--- src/rtl/multicycle_control.sv ---
// Multi-cycle RV32I control FSM: steps each instruction through fetch/decode/execute/memory/writeback.
// Latency: 3 cycles (branch/jal/jalr), 4 (R/I/store), 5 (load) with no memory wait states.
// Backpressure: FETCH, MEM_RD and MEM_WR hold while mem_ready is low (when MEM_WAIT=1); strobes stay asserted.
module multicycle_control #(
    parameter logic        MEM_WAIT = 1'b1,
    parameter logic        EN_JALR  = 1'b1,
    parameter int unsigned CNT_W    = 32
) (
    input  logic             clk,
    input  logic             reset,
    input  logic [6:0]       opcode,
    input  logic             mem_ready,
    output logic             pc_write,
    output logic             branch,
    output logic [1:0]       pc_src,
    output logic             i_or_d,
    output logic             mem_read,
    output logic             mem_write,
    output logic             ir_write,
    output logic [1:0]       mem_to_reg,
    output logic             reg_write,
    output logic             alu_src_a,
    output logic [1:0]       alu_src_b,
    output logic [1:0]       alu_op,
    output logic             illegal,
    output logic [CNT_W-1:0] instret
);

    localparam logic [6:0] OP_R      = 7'b0110011;
    localparam logic [6:0] OP_I      = 7'b0010011;
    localparam logic [6:0] OP_LOAD   = 7'b0000011;
    localparam logic [6:0] OP_STORE  = 7'b0100011;
    localparam logic [6:0] OP_BRANCH = 7'b1100011;
    localparam logic [6:0] OP_JAL    = 7'b1101111;
    localparam logic [6:0] OP_JALR   = 7'b1100111;

    typedef enum logic [3:0] {
        FETCH, DECODE, EXEC_R, EXEC_I, MEM_ADDR, MEM_RD, MEM_WR,
        WB_MEM, WB_ALU, BRANCH, JAL, JALR, TRAP
    } state_t;

    state_t           state;
    logic [CNT_W-1:0] cnt_q;
    logic             rdy;
    logic             retire;

    // Without the wait handshake the memory is assumed to answer every cycle.
    assign rdy = (MEM_WAIT == 1'b0) | mem_ready;

    // An instruction retires on the step that returns the FSM to FETCH; TRAP never retires.
    assign retire = (state == WB_ALU) || (state == WB_MEM) || (state == BRANCH) ||
                    (state == JAL) || (state == JALR) || ((state == MEM_WR) && rdy);

    // State sequencing and retired-instruction counter.
    always_ff @(posedge clk) begin
        if (reset) begin
            state <= FETCH;
            cnt_q <= '0;
        end else begin
            if (retire) cnt_q <= cnt_q + CNT_W'(1);
            case (state)
                FETCH:    if (rdy) state <= DECODE;
                DECODE: begin
                    case (opcode)
                        OP_R:               state <= EXEC_R;
                        OP_I:               state <= EXEC_I;
                        OP_LOAD, OP_STORE:  state <= MEM_ADDR;
                        OP_BRANCH:          state <= BRANCH;
                        OP_JAL:             state <= JAL;
                        OP_JALR:            state <= EN_JALR ? JALR : TRAP;
                        default:            state <= TRAP;
                    endcase
                end
                EXEC_R, EXEC_I:  state <= WB_ALU;
                // IR is stable here, so the opcode is simply looked at again.
                MEM_ADDR: state <= (opcode == OP_STORE) ? MEM_WR : MEM_RD;
                MEM_RD:   if (rdy) state <= WB_MEM;
                MEM_WR:   if (rdy) state <= FETCH;
                WB_ALU, WB_MEM, BRANCH, JAL, JALR: state <= FETCH;
                TRAP:     state <= TRAP;
                default:  state <= TRAP;
            endcase
        end
    end

    // Datapath controls decoded from the state (plus the memory handshake in FETCH); all zero during reset.
    always_comb begin
        pc_write   = 1'b0;
        branch     = 1'b0;
        pc_src     = 2'b00;
        i_or_d     = 1'b0;
        mem_read   = 1'b0;
        mem_write  = 1'b0;
        ir_write   = 1'b0;
        mem_to_reg = 2'b00;
        reg_write  = 1'b0;
        alu_src_a  = 1'b0;
        alu_src_b  = 2'b00;
        alu_op     = 2'b00;
        illegal    = 1'b0;
        instret    = cnt_q;
        case (state)
            FETCH: begin
                mem_read  = 1'b1;
                alu_src_b = 2'b01;
                ir_write  = rdy;
                pc_write  = rdy;
            end
            DECODE:   alu_src_b = 2'b10;
            EXEC_R: begin
                alu_src_a = 1'b1;
                alu_op    = 2'b10;
            end
            EXEC_I: begin
                alu_src_a = 1'b1;
                alu_src_b = 2'b10;
                alu_op    = 2'b11;
            end
            MEM_ADDR: begin
                alu_src_a = 1'b1;
                alu_src_b = 2'b10;
            end
            MEM_RD: begin
                mem_read = 1'b1;
                i_or_d   = 1'b1;
            end
            MEM_WR: begin
                mem_write = 1'b1;
                i_or_d    = 1'b1;
            end
            WB_MEM: begin
                reg_write  = 1'b1;
                mem_to_reg = 2'b01;
            end
            WB_ALU:   reg_write = 1'b1;
            BRANCH: begin
                alu_src_a = 1'b1;
                alu_op    = 2'b01;
                branch    = 1'b1;
                pc_src    = 2'b01;
            end
            // PC already holds old-PC+4, which is the link value.
            JAL: begin
                pc_write   = 1'b1;
                pc_src     = 2'b01;
                reg_write  = 1'b1;
                mem_to_reg = 2'b10;
            end
            JALR: begin
                alu_src_a  = 1'b1;
                alu_src_b  = 2'b10;
                pc_write   = 1'b1;
                pc_src     = 2'b10;
                reg_write  = 1'b1;
                mem_to_reg = 2'b10;
            end
            TRAP:     illegal = 1'b1;
            default:  illegal = 1'b1;
        endcase
        if (reset) begin
            pc_write   = 1'b0;
            branch     = 1'b0;
            pc_src     = 2'b00;
            i_or_d     = 1'b0;
            mem_read   = 1'b0;
            mem_write  = 1'b0;
            ir_write   = 1'b0;
            mem_to_reg = 2'b00;
            reg_write  = 1'b0;
            alu_src_a  = 1'b0;
            alu_src_b  = 2'b00;
            alu_op     = 2'b00;
            illegal    = 1'b0;
            instret    = '0;
        end
    end

endmodule

--- config.mk ---
export PLATFORM = sky130hd
export DESIGN_NAME = multicycle_control
export DESIGN_NICKNAME = d
export VERILOG_FILES = /design/src/rtl/multicycle_control.sv
export SDC_FILE = /design/constraint.sdc
export NUM_CORES = 1
export LEC_CHECK = 0
export CORE_MARGIN = 8
export CORE_UTILIZATION = 49
export CTS_CLUSTER_SIZE = 16
export DETAILED_ROUTE_END_ITERATION = 10
export GPL_TIMING_DRIVEN = 1
export PLACE_DENSITY = 0.8
export SLEW_MARGIN = 20
export SYNTH_ARGS = -nofsm -noshare
export SYNTH_HDL_FRONTEND = slang
export SYNTH_SLANG_ARGS = --single-unit
--- constraint.sdc ---
create_clock -name clk -period 2.2 [get_ports clk]
set_input_delay 0.44 -clock clk [delete_from_list [all_inputs] [get_ports clk]]
set_output_delay 0.44 -clock clk [all_outputs]
set_load 0.1 [all_outputs]
======== Yosys cells after proc, flatten, opt, wreduce, memory -nomap -nowiden ========
Cells that the tools add are included.
operators by class
  add/sub/neg operators ................... 1
  multipliers ............................. 0
  divide/modulo/power cells ............... 0
  order comparisons ....................... 0
  eq/ne operators ......................... 21
  shifts and indexed selects .............. 0
  multiplexer cells ....................... 33
  bitwise gates (word level) .............. 0
  reductions and logical operators ........ 19
operator list
  operator                                        number
  adder 32 x 1 -> 32 bit (second input constant)  1
  two-way mux 32 bit                              1
  one-hot mux 4 bit (7 select lines)              1
  one-hot mux 4 bit (6 select lines)              1
  == test 7 bit (second input constant)           3
  two-way mux 1 bit                               17
  == test 4 x 3 -> 1 bit (second input constant)  4
  == test 4 bit (second input constant)           4
  == test 7 x 6 -> 1 bit (second input constant)  2
  two-way mux 4 bit                               3
  one-hot mux 2 bit (2 select lines)              3
  OR reduction 12 bit                             1
  OR reduction 2 bit                              6
  two-way mux 2 bit                               5
  OR reduction 5 bit                              2
  == test 4 x 2 -> 1 bit (second input constant)  2
  OR reduction 4 bit                              2
  == test 7 x 2 -> 1 bit (second input constant)  1
  == test 7 x 5 -> 1 bit (second input constant)  1
  != test 2 bit (second input constant)           3
  one-hot mux 2 bit (3 select lines)              1
  logical OR 1 bit                                5
  == test 4 x 1 -> 1 bit (second input constant)  1
  zero test 4 bit                                 1
  3 further kinds                                 3
storage, ports and cells
  bits in registers ....................... 36
  latch bits .............................. 0
  memory bits (writable) .................. 0
  ROM bits ................................ 0
  input port bits ......................... 10
  output and inout port bits .............. 49
  memories ................................ 0

======== Depth between registers and ports, before layout ========
Gate-level depths: netlist of run 1.
  depth after elaboration ................. 6
  gate-level depth with buffers ........... 6
  gate-level depth less buffers ........... 5

======== Least setup slack after synthesis of run 1 ========
OpenSTA, ideal clock, no wires.
  kind .................................... input-to-output
  start ................................... in reset
  end ..................................... out mem_read
  arrival ................................. 3.891 ns
  required time ........................... 1.760 ns
  path slack .............................. -2.131 ns
  stages on the path ...................... 4
  path buffers ............................ 3
  path through ............................ clkbuf_1 > clkbuf_1 > clkbuf_1 > nor4_1
between the ends
  longest elaborated chain between the ends .. 1
ends and longest elaborated chain
  what               RTL line  RTL
  from (decl)        10        input logic reset,
  two-way mux 1 bit  160       if (reset) begin
  to (decl)          17        output logic mem_read,
No other way between the ends.

======== Final worst setup path of run 1 ========
  start ................................... reg state[2]
  end ..................................... out alu_src_b[1]
between the ends
  longest elaborated chain between the ends .. 4
  elaborated cells on any way between the ends .. 8
  those cells by class .................... eq/ne: 4; mux: 2; reduce/logical: 2
ends and longest elaborated chain
  what                                         RTL line  RTL
  from (decl)                                  42        state_t state;
  from (signal assigned)                       70        OP_JALR: state <= EN_JALR ? JALR : TRAP;
  from (signal assigned)                       76        MEM_ADDR: state <= (opcode == OP_STORE) ? MEM_WR : MEM_RD;
  == test 4 bit, or another cell as far along  102       case (state)
  OR reduction 4 bit (no line)                 -
  one-hot mux 2 bit (2 select lines) *         102
  two-way mux 2 bit *                          160
  to (decl)                                    23        output logic [1:0] alu_src_b,
Every way passes the cells marked *; elsewhere a longest branch is shown, timed or not.

==> key figures, run 1 <==
Run status
  • Status: finished clean

Logic synthesis
  • Main flop type after synthesis: dfxtp_1
  • Synthesized instance count: 296
  • Yosys top cell by area: dfxtp_1
  • Syn_nets: around 310
  • Register bit total from synthesis: 36
  • Top-count cell post-synth: nor2_1
  • Synth async-reset ratio: 0%
  • Area fraction of the dominant cell type after synthesis: 31.4%
  • Commonest cells in the netlist: nor2_1 (44), dfxtp_1 (36), nor2b_1 (26)
  • Seq/Total Area, Yosys: approximately a third
  • Cell variety after synth: around 50
  • Area contributors post-synth: dfxtp_1 (31%), mux2_2 (9.8%), nor2_1 (7.2%), nor2b_1 (7.1%), nor3_1 (3.5%)
  • Mapped Area: approximately 2300 sq um
  • Syn_area_per_cell: roughly 7.8 sq um
  • Post-synth EDFFs: 0
  • Synth warn: 0

Power
  • Int Power: 1.47 mW
  • Clock power share: 16.2%
  • Pwr/cell area: between 700 and 800 nW/um^2
  • Lkg Pwr: roughly 1.4 nW
  • Switch Pwr: roughly 1.3 mW
  • Comb pwr share: between 50% and 60%
  • Peak VDD IR: around 0.7 mV
  • Tot Pwr: 2.75 mW
  • Flop pwr share: 27.4%
  • Sw frac: a little under half

Worst setup path
  • Worst Path Required: 1.76 ns
  • R2R depth: 4
  • R2R Setup Slk: 0.08 ns
  • CP Max Fanout: 7
  • Crit Path Class: flip-flop to output port
  • Crit path launch type: flip-flop
  • Critical R2R Capture: cnt_q[31]
  • Critical path arrival: around 1.7 ns
  • Slowest stage delay, CP: approximately 0.42 ns
  • Crit path capture type: output port
  • CP max stage cell: or3b_4
  • FF-to-FF Start: cnt_q[8]
  • CP Cell Sequence: or3b_4 > a21oi_1 > a31oi_1 > nor2_4 > buf_12

Clocking
  • Clock sink total: 36
  • CTS Buf Count: 5
  • Cts hold-fix bufs: 0
  • Later-pin clock latency in the skew report: just under 0.3 ns
  • CTS root buf: clkbuf_8
  • H-tree depth: 2
  • CTS max path bufs: 2
  • CTS tree: yes
  • Clk pin slew, worst setup/hold paths: ~0.07 ns

Drt
  • WL per Instance: 17.5 microns
  • # DRC: 0
  • DR iter-0 viols: about 160
  • Wirelength, routed: between 7000 and 8000 microns
  • Pre-antenna DRT Iters: 4
  • Post-route ant nets: 0
  • Via count: roughly 2500
  • Vias per Instance: just under 6

Hold path
  • Hold_sp: cnt_q[12]
  • Worst Hold Depth: 2
  • WHS Endpoint: cnt_q[12]
  • Worst min-delay path class: flip-flop to flip-flop

Finish
  • Fin nets: 374
  • Synth-to-Final Area Change: 70.3%
  • # diodes: 0
  • FILL cells: 249
  • Layout cell share with drive strength beyond 1: about two fifths

Global routing
  • GRT overflow: 0
  • First-pass GRT wire length: between 10000 and 15000 microns
  • Overall Global Routing Usage: between 20% and 30%
  • Largest net degree at the start of global routing: 25
  • Antenna violations before repair: 0
  • Number of global-route vias before repair: roughly 2500

Die
  • Cell Rows: 25
  • DIE WIDTH: between 80 and 90 microns
  • DIE HEIGHT: between 80 and 90 microns
  • Die area: 7130 sq um
  • Core Region: 4630 sq um
  • # IOs: a little under 60
  • Initial Utilization: 49.6%

Place
  • I/O Buffers: 58
  • Place WS: -0.00152 ns
  • Final HPWL DP: 5280 microns
  • Routability cong.: ~0.83

Timing
  • Final min period: around 2.1 ns
  • Setup-failing EPs final: 0
  • Count of pins over their slew limit: 0
  • Slew @ Worst Pin: roughly 0.51 ns
  • Setup TNS: 0 ns
  • Clock Skew: just under 0.009 ns
  • Final Hold Viols: 0
  • Slew margin rel.: 65.1%
  • Worst hold slack: 0.532 ns
  • Final worst setup slack: about 0.051 ns
  • Achievable Freq: ~470 MHz
  • RSZ-0062 raised after global routing: yes
  • Period Utilization, post-route: 97.7%

Job
  • Max Cap Violations: 0
## worst max-delay path, delay by kind of cell (launching register included)
kind | cells | cell delay [ns]
compound gates | 2 | 0.29
buf+inv | 1 | 0.18
flops | 1 | 0.39
simple gates | 2 | 0.57
## cell families (layout without fill, tap and decap cells)
group,after synthesis,count (layout),synth area share (%)
and+or+nand+nor,156,156,36.9
AOI/OAI and AO/OA,46,46,13.0
DFF,36,36,31.4
buffers and inverters,31,98,5.94
muxes,21,21,10.3
xor gates and xnor gates,5,5,1.91
adders and majority gates,1,1,0.545
## layout by cell type, fill, tap and decap left out, types with 5 or more instances in the layout
master / count
buf_4: 19
clkbuf_8: 5
nor3_1: 12
or3_1: 8
nand3_1: 9
o21ai_0: 10
nor2_2: 5
nor4_1: 8
buf_12: 52
a21oi_1: 15
dfxtp_1: 33
nand2_1: 13
inv_1: 10
nor2_4: 6
nor2b_1: 8
nor2b_4: 10
mux2_2: 20
nor2b_2: 8
nor2_1: 33
clkdlybuf4s50_1: 8
## metrics by stage
| stage | util, % | instances | area, sq um |
|---|---|---|---|
| after floorplan | - | 296 | 2620 |
| after global placement | 81.6 | 408 | 3780 |
| after detailed placement | 81.6 | 408 | 3780 |
| after CTS | 83.4 | 415 | 3860 |
| after global routing | 84.4 | 417 | 3910 |
| final | 84.4 | 417 | 3910 |
## layer usage
metal | routed length [microns] | global-route usage (%)
met5 | 0 | 0
met1 | 2870 | 22.1
met4 | 157 | 8.25
met2 | 3910 | 37.4
met3 | 339 | 4.29
## worst max path at each step
| stage | startpoint | to | slack [ns] | cells past startpoint |
|---|---|---|---|---|
| global route | state[2] | alu_src_b[1] | -0.0004 | 6 |
| floorplan | state[0] | pc_write | -0.46 | 4 |
| global placement | mem_ready | cnt_q[8] | 0.05 | 6 |
| CTS | state[2] | pc_write | 0.002 | 6 |
| detailed placement | mem_ready | cnt_q[31] | -0.002 | 6 |
| finish | state[2] | alu_src_b[1] | 0.05 | 5 |
## final cells by class
type | instances | area, sq um | area share, %
Inverter | 11 | 45.0 | 1.15
Clock buffer | 6 | 72.6 | 1.86
Clock inverter | 1 | 5.00 | 0.128
Tap cell | 54 | 67.6 | 1.73
Multi-Input combinational cell | 229 | 1720 | 44.0
Sequential cell | 36 | 724 | 18.5
Timing Repair Buffer | 80 | 1270 | 32.6
## power groups by stage
stage	combinational, mW	sequential [mW]	clock (mW)
2_1_floorplan	1.09	0.726	0
3_3_place_gp	1.46	0.750	0
3_5_place_dp	1.50	0.753	0
4_1_cts	1.51	0.744	0.448
5_1_grt	1.61	0.758	0.479
6_report	1.55	0.753	0.444
## state kept, by name, indices dropped and copies added (netlist names)
signal  count
cnt_q      32
state       4
## timing repair
item                                   in CTS  in global routing
endpoints found under the hold margin       0                  0
pin swaps                                   0                  1
setup endpoints to repair                   5                  7
resized for setup                           4                  5
buffers inserted                            0                  2
(Power assumes the default switching activity.)
==> inputs of run 2 (changes only) <==
==> constraint.sdc (replaced) <==
create_clock -name clk -period 2.2 [get_ports clk]
set_input_delay 0.22 -clock clk [delete_from_list [all_inputs] [get_ports clk]]
set_output_delay 0.22 -clock clk [all_outputs]
set_load 0.1 [all_outputs]
==> key figures, run 2 (synthesis results as in run 1) <==
Run status
  • Status: finished clean (unchanged)

Finish
  • # diodes: 0 (unchanged)
  • Largest regs: cnt_q: 32 flops, state: 4 flops (unchanged)
  • Top reg by flops: cnt_q (unchanged)
  • Most frequent cells in the layout: nor2_1 (38), dfxtp_1 (34), buf_12 (34) (was buf_12 (52), nor2_1 (33), dfxtp_1 (33))
  • Synth-to-Final Area Change: 50.8% (was 70.3%)
  • Layout cell share with drive strength beyond 1: 34.9% (was 41.3%)
  • Fin nets: 363 (was 374)
  • Max reg flops: 32 (unchanged)
  • Commonest non-fill, non-tap cell in the layout: nor2_1 (was buf_12)

Die
  • DIE HEIGHT: 84.4 microns (unchanged)
  • Die area: 7130 sq um (unchanged)
  • Cell Rows: 25 (unchanged)
  • # IOs: 59 (unchanged)
  • DIE WIDTH: 84.4 microns (unchanged)
  • Core Region: 4630 sq um (unchanged)
  • Initial Utilization: 49.6% (unchanged)

Drt
  • Vias per Instance: 5.68 (was 5.94)
  • # DRC: 0 (unchanged)
  • Pre-antenna DRT Iters: 4 (unchanged)
  • Wirelength, routed: 6110 microns (was 7280 microns)
  • WL per Instance: 15.1 microns (was 17.5 microns)
  • Via count: 2306 (was 2478)
  • DR iter-0 viols: 160 (was 161)
  • Post-route ant nets: 0 (unchanged)

Power
  • Flop pwr share: 30.2% (was 27.4%)
  • Peak VDD IR: 0.539 mV (was 0.686 mV)
  • Clock power share: 17.5% (was 16.2%)
  • Pwr/cell area: 746 nW/um^2 (was 703 nW/um^2)
  • Int Power: 1.40 mW (was 1.47 mW)
  • Comb pwr share: 52.3% (was 56.4%)
  • Sw frac: 45.7% (was 46.4%)
  • Switch Pwr: 1.18 mW (was 1.27 mW)
  • Lkg Pwr: 1.25 nW (was 1.36 nW)

Worst setup path
  • Crit Path Class: flip-flop to flip-flop (was flip-flop to output port)
  • Crit path buf inv count: 0 (was 1)
  • CP max stage cell: or4_4 (was or3b_4)
  • Critical R2R Capture: cnt_q[28] (was cnt_q[31])
  • CP Cell Sequence: nand4_2 > or4_4 > nor4_1 > mux2_2 (was or3b_4 > a21oi_1 > a31oi_1 > nor2_4 > buf_12)
  • R2R Setup Slk: 0.10 ns (was 0.08 ns)
  • CP Max Fanout: 17 (was 7)
  • Delay-heaviest family, CP: simple AND/OR/NAND/NOR gates (unchanged)
  • Worst setup path endpoint: cnt_q[28] (was alu_src_b[1])
  • Slowest stage delay, CP: 0.66 ns (was 0.42 ns)
  • Crit path launch type: flip-flop (unchanged)
  • WP depth: 4 (was 5)
  • FF-to-FF Start: cnt_q[7] (was cnt_q[8])
  • Critical path arrival: 2.28 ns (was 1.71 ns)
  • Crit path capture type: flip-flop (was output port)
  • CP Launch Point: cnt_q[7] (was state[2])
  • Worst Path Required: 2.39 ns (was 1.76 ns)
  • R2R depth: 4 (unchanged)

Clocking
  • Cts hold-fix bufs: 0 (unchanged)
  • Clock sink total: 36 (unchanged)
  • Clk pin slew, worst setup/hold paths: 0.07 ns (about the same)
  • H-tree depth: 2 (unchanged)
  • CTS Buf Count: 5 (unchanged)
  • Later-pin clock latency in the skew report: 0.29 ns (about the same)
  • CTS tree: yes (unchanged)
  • CTS max path bufs: 2 (unchanged)
  • CTS root buf: clkbuf_8 (unchanged)

Hold path
  • Worst min-delay path class: input pin to flip-flop (was flip-flop to flip-flop)

Global routing
  • GRT overflow: 0 (unchanged)
  • Number of global-route vias before repair: 2251 (was 2538)
  • First-pass GRT wire length: 10400 microns (was 12100 microns)
  • Overall Global Routing Usage: 17.5% (was 20.4%)
  • Largest net degree at the start of global routing: 45 (was 25)
  • Antenna violations before repair: 0 (unchanged)

Job
  • Max Cap Violations: 0 (unchanged)

Timing
  • Worst hold slack: 0.401 ns (was 0.532 ns)
  • Final worst setup slack: 0.105 ns (was 0.0506 ns)
  • RSZ-0062 raised after global routing: no (was yes)
  • Count of pins over their slew limit: 0 (unchanged)
  • Final Hold Viols: 0 (unchanged)
  • Clock Skew: 0.00258 ns (was 0.00885 ns)
  • Period Utilization, post-route: 95.2% (was 97.7%)
  • Final min period: 2.10 ns (was 2.15 ns)
  • Setup-failing EPs final: 0 (unchanged)
  • Slew margin rel.: 69.2% (was 65.1%)
  • Slew @ Worst Pin: 0.462 ns (was 0.510 ns)
  • Achievable Freq: 477 MHz (was 465 MHz)

Place
  • Place WS: 0.127 ns (was -0.00152 ns)
  • I/O Buffers: 58 (unchanged)
  • Final HPWL DP: 4770 microns (was 5280 microns)
  • Routability cong.: 0.862 (was 0.834)
-- run 2: changes by cell type in the layout (fill, tap and decap cells not counted), moves of 5 or more --
cell,change
buf_12,-18
nor2b_4,-10
buf_4,+7
nor2_4,-6
nor2b_1,+6
nor2_1,+5
-- run 2: repair_timing --
item                       CTS  global route
setup endpoints to repair    0             3
buffers inserted             0             0
gates resized for setup      0             3
-- run 2: through the flow --
stage	area (sq um)	std cells	setup TNS, ns	power [mW]	utilization (%)
after floorplan	2450	296	-5.61	1.72	-
after global placement	3380	399	0	2.12	73.0
after detailed placement	3380	399	0	2.14	73.0
after CTS	3460	406	0	2.58	74.6
after global routing	3460	406	0	2.70	74.8
final	3460	406	0	2.58	74.8
-- run 2: worst min-delay path by stage --
stage | from | endpoint | slack [ns] | cells past startpoint
floorplan | mem_ready | state[1] | 0.47 | 2
global placement | cnt_q[6] | cnt_q[6] | 0.50 | 2
detailed placement | cnt_q[6] | cnt_q[6] | 0.52 | 2
CTS | reset | state[3] | 0.40 | 3
finish | reset | state[3] | 0.40 | 3
global route | reset | state[3] | 0.42 | 3
-- run 2: final cells by class --
class | count | area [sq um]
clock buffer | 6 | 72.6
clock inverter | 1 | 5.00
fill | 336 | 1170
inverter | 11 | 41.3
multi-input combinational | 229 | 1590
sequential | 36 | 723
tap | 54 | 67.6
timing repair buffer | 69 | 961
-- run 2: power by group through the flow --
stage / registers [mW] / clock network [mW] / logic [mW]
after floorplan: 0.723 / 0 / 1.00
after global placement: 0.780 / 0 / 1.34
after detailed placement: 0.786 / 0 / 1.35
after CTS: 0.769 / 0.459 / 1.35
after global routing: 0.789 / 0.486 / 1.42
final: 0.780 / 0.452 / 1.35
-- run 2: tightest hold or removal path: stages --
cell and delay [ns]:
buf_2 0.12, buf_4 0.25, a21oi_1 0.06
-- run 2: layer usage --
layer  vias to the layer above  GRT usage (%)  wire length [microns]
met4                         0           7.77                    152
met3                        14           5.27                    347
li1                       1172              -                      -
met5                         -              0                      0
met2                        64           29.3                   2950
met1                      1056           19.9                   2670
